==> config.mk <==
export PLATFORM = sky130hd
export DESIGN_NAME = koblitz_embed
export DESIGN_NICKNAME = d
export VERILOG_FILES = /design/src/rtl/koblitz_embed.sv
export SDC_FILE = /design/constraint.sdc
export NUM_CORES = 1
export LEC_CHECK = 0
export CORE_UTILIZATION = 66
export CTS_CLUSTER_SIZE = 40
export DETAILED_ROUTE_END_ITERATION = 7
export PLACE_DENSITY = 0.86
export SLEW_MARGIN = 20
export SYNTH_ARGS = -nofsm -noshare
export SYNTH_HDL_FRONTEND = slang
export SYNTH_SLANG_ARGS = --single-unit
==> constraint.sdc <==
create_clock -name clk -period 10.12 [get_ports clk]
set_input_delay 1.012 -clock clk [delete_from_list [all_inputs] [get_ports clk]]
set_output_delay 1.012 -clock clk [all_outputs]
set_load 0.05 [all_outputs]
==> src/rtl/koblitz_embed.sv <==
`timescale 1ns/1ps
// ---------------------------------------------------------------------------
// koblitz_embed
//   Koblitz message-to-point embedding. Starting from x = m*KOBLITZ, the block
//   walks the candidates x = m*KOBLITZ + j for j = 0..KOBLITZ-1. For each one
//   it forms rhs = x^3 + A*x + B mod P and runs an Euler test,
//   rhs^((P-1)/2) == 1. On the first quadratic residue it takes the square
//   root y = rhs^((P+1)/4) and returns (x, y). A message is recovered with
//   m = floor(x / KOBLITZ).
//   All arithmetic uses a single bit-serial modular multiplier, so the
//   latency depends on the data.
//
// Ports
//   clk        in   rising-edge clock
//   rst_n      in   asynchronous active-low reset
//   msg_valid  in   message present on msg
//   msg        in   message integer m
//   msg_ready  out  block idle; accepts when msg_valid && msg_ready
//   pt_valid   out  result present, held until pt_ready
//   pt_ready   in   consumer takes the result when pt_valid && pt_ready
//   pt_x       out  embedded point x (0 on fail)
//   pt_y       out  embedded point y (0 on fail)
//   pt_fail    out  no residue among the candidates, or candidate range >= P
//
// Build option
//   ECEG_CANONICAL_Y_EN : when defined, an odd y is replaced by P-y, so the
//                         reported y is always even (one extra cycle).
// ---------------------------------------------------------------------------
module koblitz_embed #(
   parameter int WIDTH   = 16,
   parameter int P       = 23,
   parameter int A       = 1,
   parameter int B       = 1,
   parameter int KOBLITZ = 2
) (
   input  logic             clk,
   input  logic             rst_n,
   input  logic             msg_valid,
   input  logic [WIDTH-1:0] msg,
   output logic             msg_ready,
   output logic             pt_valid,
   input  logic             pt_ready,
   output logic [WIDTH-1:0] pt_x,
   output logic [WIDTH-1:0] pt_y,
   output logic             pt_fail
);

   localparam int W2 = 2 * WIDTH;
   localparam int JW = (KOBLITZ > 1) ? $clog2(KOBLITZ + 1) : 1;
   localparam int KW = (WIDTH > 1) ? $clog2(WIDTH) : 1;
   localparam int CW = $clog2(WIDTH + 1);
   localparam logic [WIDTH-1:0] PW      = WIDTH'(P);
   localparam logic [WIDTH-1:0] AW      = WIDTH'(A);
   localparam logic [WIDTH-1:0] BW      = WIDTH'(B);
   localparam logic [WIDTH-1:0] E_EULER = WIDTH'((P - 1) / 2);
   localparam logic [WIDTH-1:0] E_SQRT  = WIDTH'((P + 1) / 4);

   typedef enum logic [3:0] {
      S_INIT, S_IDLE, S_RANGE, S_RHS, S_EULER, S_NEXT, S_SQRT, S_CANON, S_DONE
   } state_t;

   // (a + b) mod P for a, b < P: the sum is below 2P, so one subtract is enough.
   function automatic logic [WIDTH-1:0] add_mod(input logic [WIDTH-1:0] a,
                                                input logic [WIDTH-1:0] b);
      logic [WIDTH:0] s;
      s = {1'b0, a} + {1'b0, b};
      if (s >= {1'b0, PW}) s = s - {1'b0, PW};
      return s[WIDTH-1:0];
   endfunction

   // One MSB-first interleaved step: acc = 2*acc (+ a if the multiplier bit is set), mod P.
   function automatic logic [WIDTH-1:0] mm_step(input logic [WIDTH-1:0] acc,
                                                input logic [WIDTH-1:0] a,
                                                input logic             mbit);
      logic [WIDTH:0] t;
      t = {acc, 1'b0};
      if (t >= {1'b0, PW}) t = t - {1'b0, PW};
      return add_mod(t[WIDTH-1:0], mbit ? a : '0);
   endfunction

   state_t           state, nxt;
   logic [WIDTH-1:0] m_r, x_r, t_r, u_r, rhs_r, r_r;
   logic [JW-1:0]    j_r;
   logic [1:0]       ph_r;          // rhs sub-step: x*x, x^2*x, A*x, combine
   logic [KW-1:0]    kb_r;          // exponent bit under processing
   logic             sub_r;         // 0: squaring, 1: multiply by base
   logic             issued_r;      // a multiply is in flight for this step
   logic [WIDTH-1:0] res_x, res_y;
   logic             res_fail;

   logic [WIDTH-1:0] mm_a, mm_b, mm_acc;
   logic [CW-1:0]    mm_cnt;
   logic             mm_done;
   logic             mm_go;
   logic [WIDTH-1:0] op_a, op_b;

   logic [W2-1:0]    mk, lim;
   logic             range_bad, ebit, exp_last, accept;
   logic [WIDTH-1:0] exp_e;

   assign accept    = msg_valid && (state == S_IDLE);
   assign mk        = W2'(m_r) * W2'(KOBLITZ);
   assign lim       = mk + W2'(KOBLITZ - 1);
   assign range_bad = (lim >= W2'(P));
   assign exp_e     = (state == S_SQRT) ? E_SQRT : E_EULER;
   assign ebit      = exp_e[kb_r];
   // The final multiply of an exponentiation: bit 0 with no pending base multiply.
   assign exp_last  = mm_done && (kb_r == '0) && (sub_r || !ebit);

   // State register
   always_ff @(posedge clk or negedge rst_n) begin
      if (!rst_n) state <= S_INIT;
      else        state <= nxt;
   end

   // Next-state logic
   always_comb begin
      nxt = state;
      unique case (state)
         S_INIT:  nxt = S_IDLE;
         S_IDLE:  if (msg_valid) nxt = S_RANGE;
         S_RANGE: nxt = range_bad ? S_DONE : S_RHS;
         S_RHS:   if (ph_r == 2'd3) nxt = S_EULER;
         S_EULER: begin
            if (rhs_r == '0)   nxt = S_DONE;
            else if (exp_last) nxt = (mm_acc == WIDTH'(1)) ? S_SQRT : S_NEXT;
         end
         S_NEXT:  nxt = (j_r == JW'(KOBLITZ - 1)) ? S_DONE : S_RHS;
         S_SQRT: begin
            if (exp_last)
`ifdef ECEG_CANONICAL_Y_EN
               nxt = S_CANON;
`else
               nxt = S_DONE;
`endif
         end
         S_CANON: nxt = S_DONE;
         S_DONE:  if (pt_ready) nxt = S_IDLE;
         default: nxt = S_IDLE;
      endcase
   end

   // Output / multiplier-issue logic
   always_comb begin
      msg_ready = (state == S_IDLE);
      pt_valid  = (state == S_DONE);
      mm_go     = 1'b0;
      op_a      = '0;
      op_b      = '0;
      unique case (state)
         S_RHS: begin
            mm_go = !issued_r && (ph_r != 2'd3);
            op_b  = x_r;
            unique case (ph_r)
               2'd0:    op_a = x_r;
               2'd1:    op_a = t_r;
               default: op_a = AW;
            endcase
         end
         S_EULER, S_SQRT: begin
            mm_go = !issued_r && (rhs_r != '0);
            op_a  = r_r;
            op_b  = sub_r ? rhs_r : r_r;
         end
         default: ;
      endcase
   end

   assign pt_x    = res_x;
   assign pt_y    = res_y;
   assign pt_fail = res_fail;

   // Control, sequencing and result registers
   always_ff @(posedge clk or negedge rst_n) begin
      if (!rst_n) begin
         res_x    <= '0;
         res_y    <= '0;
         res_fail <= 1'b0;
         issued_r <= 1'b0;
         ph_r     <= '0;
         kb_r     <= '0;
         sub_r    <= 1'b0;
         j_r      <= '0;
         mm_cnt   <= '0;
         mm_done  <= 1'b0;
      end else begin
         // Multiplier: one load cycle then WIDTH shift-add steps.
         if (mm_go) begin
            mm_cnt  <= CW'(WIDTH);
            mm_done <= 1'b0;
         end else if (mm_cnt != '0) begin
            mm_cnt  <= mm_cnt - 1'b1;
            mm_done <= (mm_cnt == CW'(1));
         end else begin
            mm_done <= 1'b0;
         end

         if (mm_go)        issued_r <= 1'b1;
         else if (mm_done) issued_r <= 1'b0;

         unique case (state)
            S_IDLE: if (accept) begin
               res_x    <= '0;
               res_y    <= '0;
               res_fail <= 1'b0;
               j_r      <= '0;
               ph_r     <= '0;
            end
            S_RANGE: if (range_bad) res_fail <= 1'b1;
            S_RHS: begin
               if (ph_r == 2'd3) begin
                  ph_r  <= '0;
                  kb_r  <= KW'(WIDTH - 1);
                  sub_r <= 1'b0;
               end else if (mm_done) begin
                  ph_r <= ph_r + 2'd1;
               end
            end
            S_EULER, S_SQRT: begin
               if (state == S_EULER && rhs_r == '0) begin
                  res_x <= x_r;
                  res_y <= '0;
               end else if (exp_last) begin
                  kb_r  <= KW'(WIDTH - 1);
                  sub_r <= 1'b0;
                  if (state == S_SQRT) begin
                     res_x <= x_r;
                     res_y <= mm_acc;
                  end
               end else if (mm_done) begin
                  if (!sub_r && ebit) begin
                     sub_r <= 1'b1;
                  end else begin
                     sub_r <= 1'b0;
                     kb_r  <= kb_r - 1'b1;
                  end
               end
            end
            S_NEXT: begin
               j_r  <= j_r + 1'b1;
               ph_r <= '0;
               if (j_r == JW'(KOBLITZ - 1)) res_fail <= 1'b1;
            end
`ifdef ECEG_CANONICAL_Y_EN
            S_CANON: if (res_y[0]) res_y <= PW - res_y;
`endif
            default: ;
         endcase
      end
   end

   // Datapath registers (no reset: only read after being written)
   always_ff @(posedge clk) begin
      if (mm_go) begin
         mm_a   <= op_a;
         mm_b   <= op_b;
         mm_acc <= '0;
      end else if (mm_cnt != '0) begin
         mm_acc <= mm_step(mm_acc, mm_a, mm_b[WIDTH-1]);
         mm_b   <= {mm_b[WIDTH-2:0], 1'b0};
      end

      if (accept)            m_r <= msg;
      if (state == S_RANGE)  x_r <= mk[WIDTH-1:0];
      if (state == S_NEXT)   x_r <= x_r + 1'b1;

      if (state == S_RHS) begin
         if (ph_r == 2'd3) begin
            rhs_r <= add_mod(add_mod(t_r, u_r), BW);
            r_r   <= WIDTH'(1);
         end else if (mm_done) begin
            if (ph_r == 2'd2) u_r <= mm_acc;
            else              t_r <= mm_acc;
         end
      end

      // Running exponent value; restarts at 1 so SQRT begins cleanly after EULER.
      if ((state == S_EULER || state == S_SQRT) && mm_done)
         r_r <= exp_last ? WIDTH'(1) : mm_acc;
   end

endmodule
==> key figures <==
Status
  • Outcome: finished clean

Route
  • Vias per cell: around 6.6
  • Routed wire length: 31500 um
  • Antenna-violating nets left: 0
  • Number of DRC markers after the initial detailed-route iteration: 1096
  • Pre-Repair DR Iteration Count: 8
  • Post-route DRC violation count: 0
  • Via count: approximately 10000
  • Average wire length per cell after detail routing: 20.7 um

Floorplan
  • Vert. Die Dim: 137 um
  • Initial standard-cell utilization of the core: 0.674
  • DIE AREA: between 0.015 and 0.02 mm2
  • Number of primary I/O pins: 55
  • Horizontal extent of the die: 137 um
  • Core area: between 0.015 and 0.02 mm2
  • Count of standard-cell rows: 49

Timing
  • Final worst path period share: 0.678
  • Hold Violations, Final: 0
  • Worst relative slew slack: 0.315
  • Total setup violations reported at the end of the flow: 0
  • Total Neg Setup Slack: 0 ps
  • Final critical-path required period: roughly 7000 ps
  • Transition time of the tightest slew-check pin: 1020 ps
  • Number of pins exceeding their max-slew limit in the final report: 0
  • Fmax: approximately 150 MHz
  • Unrepaired setup endpoints after global routing: false
  • Clock skew: roughly 14 ps

Clock network
  • Maximum root-to-sink buffer count: 2
  • Postcts setup bufs: 0
  • Post-CTS sizing: 0
  • Number of H-tree levels: 4
  • Cell chosen for the clock root: sky130_fd_sc_hd__clkbuf_16
  • Quantity of hold-fixing buffers added after cts: 0
  • Total CTS buffers: 17
  • Latest clock arrival within the worst-skew pair: 450 ps
  • Clock transition time at the flip-flop clock pins of the worst setup and hold paths: about 90 ps
  • Clock net sink count: between 150 and 200
  • Clock tree from TritonCTS: done

GRT
  • Initial antenna violation count: 0
  • Total track usage: 0.344
  • Grt total ovfl: 0
  • Largest net degree at the start of global routing: 54
  • Number of global-route vias before repair: 9422
  • Wire length of the first global-routing pass: 49500 um

Layout
  • Most common cell after layout, fill and taps aside: sky130_fd_sc_hd__nand2_1
  • Total number of nets in the final design: 1357
  • Fraction of layout instances using a drive strength above 1: 0.0601
  • Utilization of the core after routing: 0.745
  • Relative area change from synthesis to final layout: 10.5%
  • Final non-filler cell area: ~0.013 mm2
  • Antenna diode instance count: 0
  • Most frequent cells in the layout: 151 x sky130_fd_sc_hd__nand2_1, 128 x sky130_fd_sc_hd__edfxtp_1, 112 x sky130_fd_sc_hd__o21ai_0

Setup path
  • Delay of the slowest critical-path stage: 680 ps
  • Ordered cell list for the critical path: ha_1 -> fa_1 -> a21o_2 -> a311oi_1 -> o211ai_1 -> a222oi_1 -> o21ai_2 -> nor4_4 -> nand2_1 -> nand2_1 -> ha_1 -> nand2b_1 -> nand2b_1 -> inv_1 -> mux2i_1 -> nor4b_2 -> nand3b_1 -> xor2_1 -> a2111o_1 -> nor2_4 -> nor4_1 -> xor2_1
  • Largest fanout on the critical path: 16
  • Crit-path slowest cell: sky130_fd_sc_hd__nor4_4
  • Crit path arrival time: around 7000 ps
  • Type of the worst setup path: reg -> reg
  • Family of cells with the greatest summed delay on the critical path: simple AND/OR/NAND/NOR gates
  • Data required time of the critical path: 10300 ps
  • Worst Path Buf+Inv: 1
  • Crit path capture type: flop
  • Worst Setup Start Kind: flop

Power and ir drop
  • Peak VDD IR: 0.264 mV
  • Tot Pwr: 3.50 mW
  • Power density over cell area: roughly 260 mW/mm2
  • Leakage power: approximately 5.2 nW

Placed design
  • Post-place instance area: 0.0128 mm2
  • Routability congestion estimate from global placement: 0.908
  • IO Port Bufs: 54
  • Final HPWL DP: 22400 um

Yosys
  • Post-Syn Area per Cell: 9.62 um2
  • Warning count from the yosys run: 0
  • Area of the mapped netlist: 0.0121 mm2
  • Number of distinct library cells after synthesis: 92
  • Share of synthesized area occupied by flip-flops and latches: 0.453
  • Flop and latch count out of synthesis: 197
  • Share of synthesized flip-flops with an asynchronous set or reset: 0.269
  • Synth Net Count: 1330
  • Synthesized netlist cell count: roughly 1300
  • Count of flip-flops with a built-in enable after synthesis: 128
  • Top FF cell, synth: sky130_fd_sc_hd__edfxtp_1

Hold path
  • Class of the tightest hold or removal check: reg -> reg

Flow run
  • Number of maximum-capacitance violations: 0
==> final timing paths <==
path	depth (start not counted)	endpoint	slack (ps)	from
min in group asynchronous	2	pt_x[14]	670	rst_n
hold / removal	2	pt_x[9]	490	pt_x[9]
max in group asynchronous	2	pt_y[11]	8940	rst_n
setup / recovery	22	rhs_r[13]	3260	t_r[0]
setup reg to reg	22	rhs_r[13]	3260	t_r[0]
hold reg to reg	2	pt_x[9]	490	pt_x[9]
==> metal layers <==
layer  share of wire  global-route usage
met1            0.40               0.463
met4           0.032               0.136
met5               0                   0
met3           0.092              0.0625
met2            0.47               0.551
==> through the flow <==
stage / cells / setup WS [ps] / hold slack [ps]
5_1_grt: 1527 / 2830 / 514
3_3_place_gp: 1493 / 3780 / 461
2_1_floorplan: 1258 / 4160 / 424
4_1_cts: 1525 / 3370 / 489
6_report: 1527 / 3260 / 487
3_5_place_dp: 1493 / 3400 / 470
==> cell usage after synthesis (36+ instances only) <==
library cell               instances  area share
sky130_fd_sc_hd__nand2_1         151       0.047
sky130_fd_sc_hd__edfxtp_1        128        0.32
sky130_fd_sc_hd__o21ai_0         112       0.046
sky130_fd_sc_hd__nor2_1           86       0.027
sky130_fd_sc_hd__a21oi_1          71       0.029
sky130_fd_sc_hd__xnor2_1          59       0.043
sky130_fd_sc_hd__dfrtp_1          53        0.11
sky130_fd_sc_hd__inv_1            51       0.016
sky130_fd_sc_hd__clkbuf_1         50       0.016
sky130_fd_sc_hd__ha_1             50       0.052
sky130_fd_sc_hd__xor2_1           36       0.026
==> layout make-up <==
| type | instances | area, um2 |
|---|---|---|
| Multi-Input combinational cell | 951 | 6170 |
| Sequential cell | 197 | 5490 |
| Fill cell | 1234 | 4580 |
| Timing Repair Buffer | 66 | 633 |
| Clock buffer | 17 | 425 |
| Tap cell | 229 | 287 |
| Inverter | 52 | 195 |
| Clock inverter | 15 | 179 |
==> cells by family after synthesis <==
kind of cell	after synthesis	share of synthesized area
and+or+nand+nor	451	0.185
AOI/OAI and AO/OA	324	0.176
DFF	197	0.453
buffers and inverters	110	0.0370
xor gates and xnor gates	96	0.0701
adders and majority gates	52	0.0550
muxes	28	0.0235
==> power breakdown <==
part	switching, mW	leakage [nW]	internal [mW]
combinational	0.915	2.86	0.574
sequential	0.233	2.04	1.09
clock	0.354	0.291	0.336
total	1.50	5.19	2.00
==> tightest hold or removal path: stages (launching register included) <==
cell,delay [ps]
sky130_fd_sc_hd__dfrtp_1,350
sky130_fd_sc_hd__nand2_1,40
sky130_fd_sc_hd__o21ai_0,60
Power figures use the tool's default switching activity.
==> RTL edit: new RTL, config.mk and constraints unchanged <==
Reset style: synchronous (`rst_n`), changed in 2 clocked blocks. Comments in the files are not updated.
--- a/src/rtl/koblitz_embed.sv
+++ b/src/rtl/koblitz_embed.sv
@@ -108,7 +108,7 @@
    assign exp_last  = mm_done && (kb_r == '0) && (sub_r || !ebit);
 
    // State register
-   always_ff @(posedge clk or negedge rst_n) begin
+   always_ff @(posedge clk) begin
       if (!rst_n) state <= S_INIT;
       else        state <= nxt;
    end
@@ -171,7 +171,7 @@
    assign pt_fail = res_fail;
 
    // Control, sequencing and result registers
-   always_ff @(posedge clk or negedge rst_n) begin
+   always_ff @(posedge clk) begin
       if (!rst_n) begin
          res_x    <= '0;
          res_y    <= '0;
Formal check against the unedited RTL: differs if rst_n is asserted again (counterexample within 4 cycles, from zero or initial values and one cycle with rst_n low); with rst_n held inactive, the same outputs for 10 cycles.
==> RTL edit against the original RTL <==
Total power is 10% lower; final area is 3.3% higher; non-clock buffer count is 6 lower; setup slack better by 0.39 ns; routed wire length is 9.0% higher; sequential cell count stayed put; synthesized area is 4.1% higher; worst hold slack worse by 0.023 ns; highest routed layer unchanged.
==> RTL edit: results <==
export IMPL_synth_commonest_cells="nand2_1, edfxtp_1, nor2_1"
export IMPL_placed_area_mm2=0.0132
export IMPL_status="finished, final reports clean"
export IMPL_syn_avg_cell_area_um2=9.42
export IMPL_peakVddDrop_mv=0.394
export IMPL_grt_util_met2_pct=55.6
export IMPL_first_iter_violations=1163
export IMPL_fin_crit_sh_pct=63.9
export IMPL_critPathArrivalTime_ns=6.68
export IMPL_grt_usage_pct=35.3
export IMPL_swShare_pct=40.6
export IMPL_critPathCapture="rhs_r[2]$_DFFE_PP_"
export IMPL_leakagePower_nw=5.12
export IMPL_synthArstFlopShare_pct=0
export IMPL_wl_per_cell_um=21.6
export IMPL_met1_usage_pct=46.1
export IMPL_grtUsageMet3_pct=7.73
export IMPL_viasPerCell=6.68
export IMPL_grt_max_degree=52
export IMPL_place_ws_ns=3.70
export IMPL_synth_cell_type_count=100
export IMPL_dr_wl_met2_um=15800
export IMPL_yosysSeqAreaShare_pct=41.5
export IMPL_m1WireLength_um=13500
export IMPL_synth_area_leaders="edfxtp_1, dfxtp_1, ha_1"
export IMPL_cp_max_fo=14
export IMPL_hold_end="pt_x[3]$_SDFFE_PN0P_"
export IMPL_routed_wl_met3_um=3530
export IMPL_fin_skew_ns=0.0133
export IMPL_r2r_end="rhs_r[2]$_DFFE_PP_"
export IMPL_first_global_vias=9839
export IMPL_min_from="pt_x[3]$_SDFFE_PN0P_"
export IMPL_routed_wl_um=34400
export IMPL_holdPathStages=2
export IMPL_grt_pass1_wl_um=53000
export IMPL_drive_gt1_share_pct=7.87
export IMPL_whs_ns=0.464
export IMPL_r2r_cells=18
export IMPL_place_congestion=0.987
export IMPL_synth_nets=1410
export IMPL_first_pass_iters=7
export IMPL_place_hpwl_um=24300
export IMPL_slew_headroom_pct=37.8
export IMPL_portBuffers=54
-- RTL edit: cell types whose count changed in the layout (fill, tap and decap cells not counted), sizes merged, moves of 13 or more --
| cell | unedited run | this run |
|---|---|---|
| mux2 | 3 | 21 |
| o21ai | 114 | 70 |
| a221oi | 1 | 18 |
| dfxtp | 16 | 69 |
| inv | 58 | 41 |
| a22oi | 4 | 17 |
| nand3 | 35 | 63 |
| nor2 | 87 | 106 |
| a222oi | 16 | 0 |
| dfrtp | 53 | 0 |
| a21boi | 2 | 37 |
-- RTL edit: cells by family after synthesis --
kind of cell,Yosys count,synth area share [%]
AO/OA/AOI/OAI,338,19.1
XOR/XNOR,90,6.85
adder cells (fa/ha/maj),52,5.28
buffers and inverters,102,3.27
flip-flops,197,41.5
multiplexers,35,3.05
AND/OR/NAND/NOR,524,21.0
-- RTL edit: power groups by stage --
stage	clock network [mW]	registers, mW	logic (mW)
after floorplan	0	1.08	1.00
after global placement	0	1.18	1.16
after detailed placement	0	1.18	1.20
after CTS	0.712	1.17	1.22
after global routing	0.740	1.18	1.38
final	0.711	1.18	1.25
-- RTL edit: worst max-delay path, cell delays in order (launching register included) --
cell      delay (ns)
edfxtp_1        0.42
ha_1            0.26
fa_1            0.45
xor2_2          0.25
a311oi_1        0.34
a211oi_2        0.16
or2_4           0.29
nor4_4          0.35
and3_1          0.59
nand2_1         0.27
xnor2_1         0.40
inv_1           0.08
ha_1            0.21
xor3_1          0.50
nor4bb_1        0.40
or4bb_1         0.60
o211ai_4        0.21
nor4_4          0.11
mux2_4          0.33
-- RTL edit: area by class of cell --
class,instances,area (um2)
clock buffers,18,450
well taps,234,293
fillers,1267,4880
multi-input cells,1039,6980
clock inverters,14,173
repair buffers,60,589
flip-flops and latches,197,5230
inverters,32,120
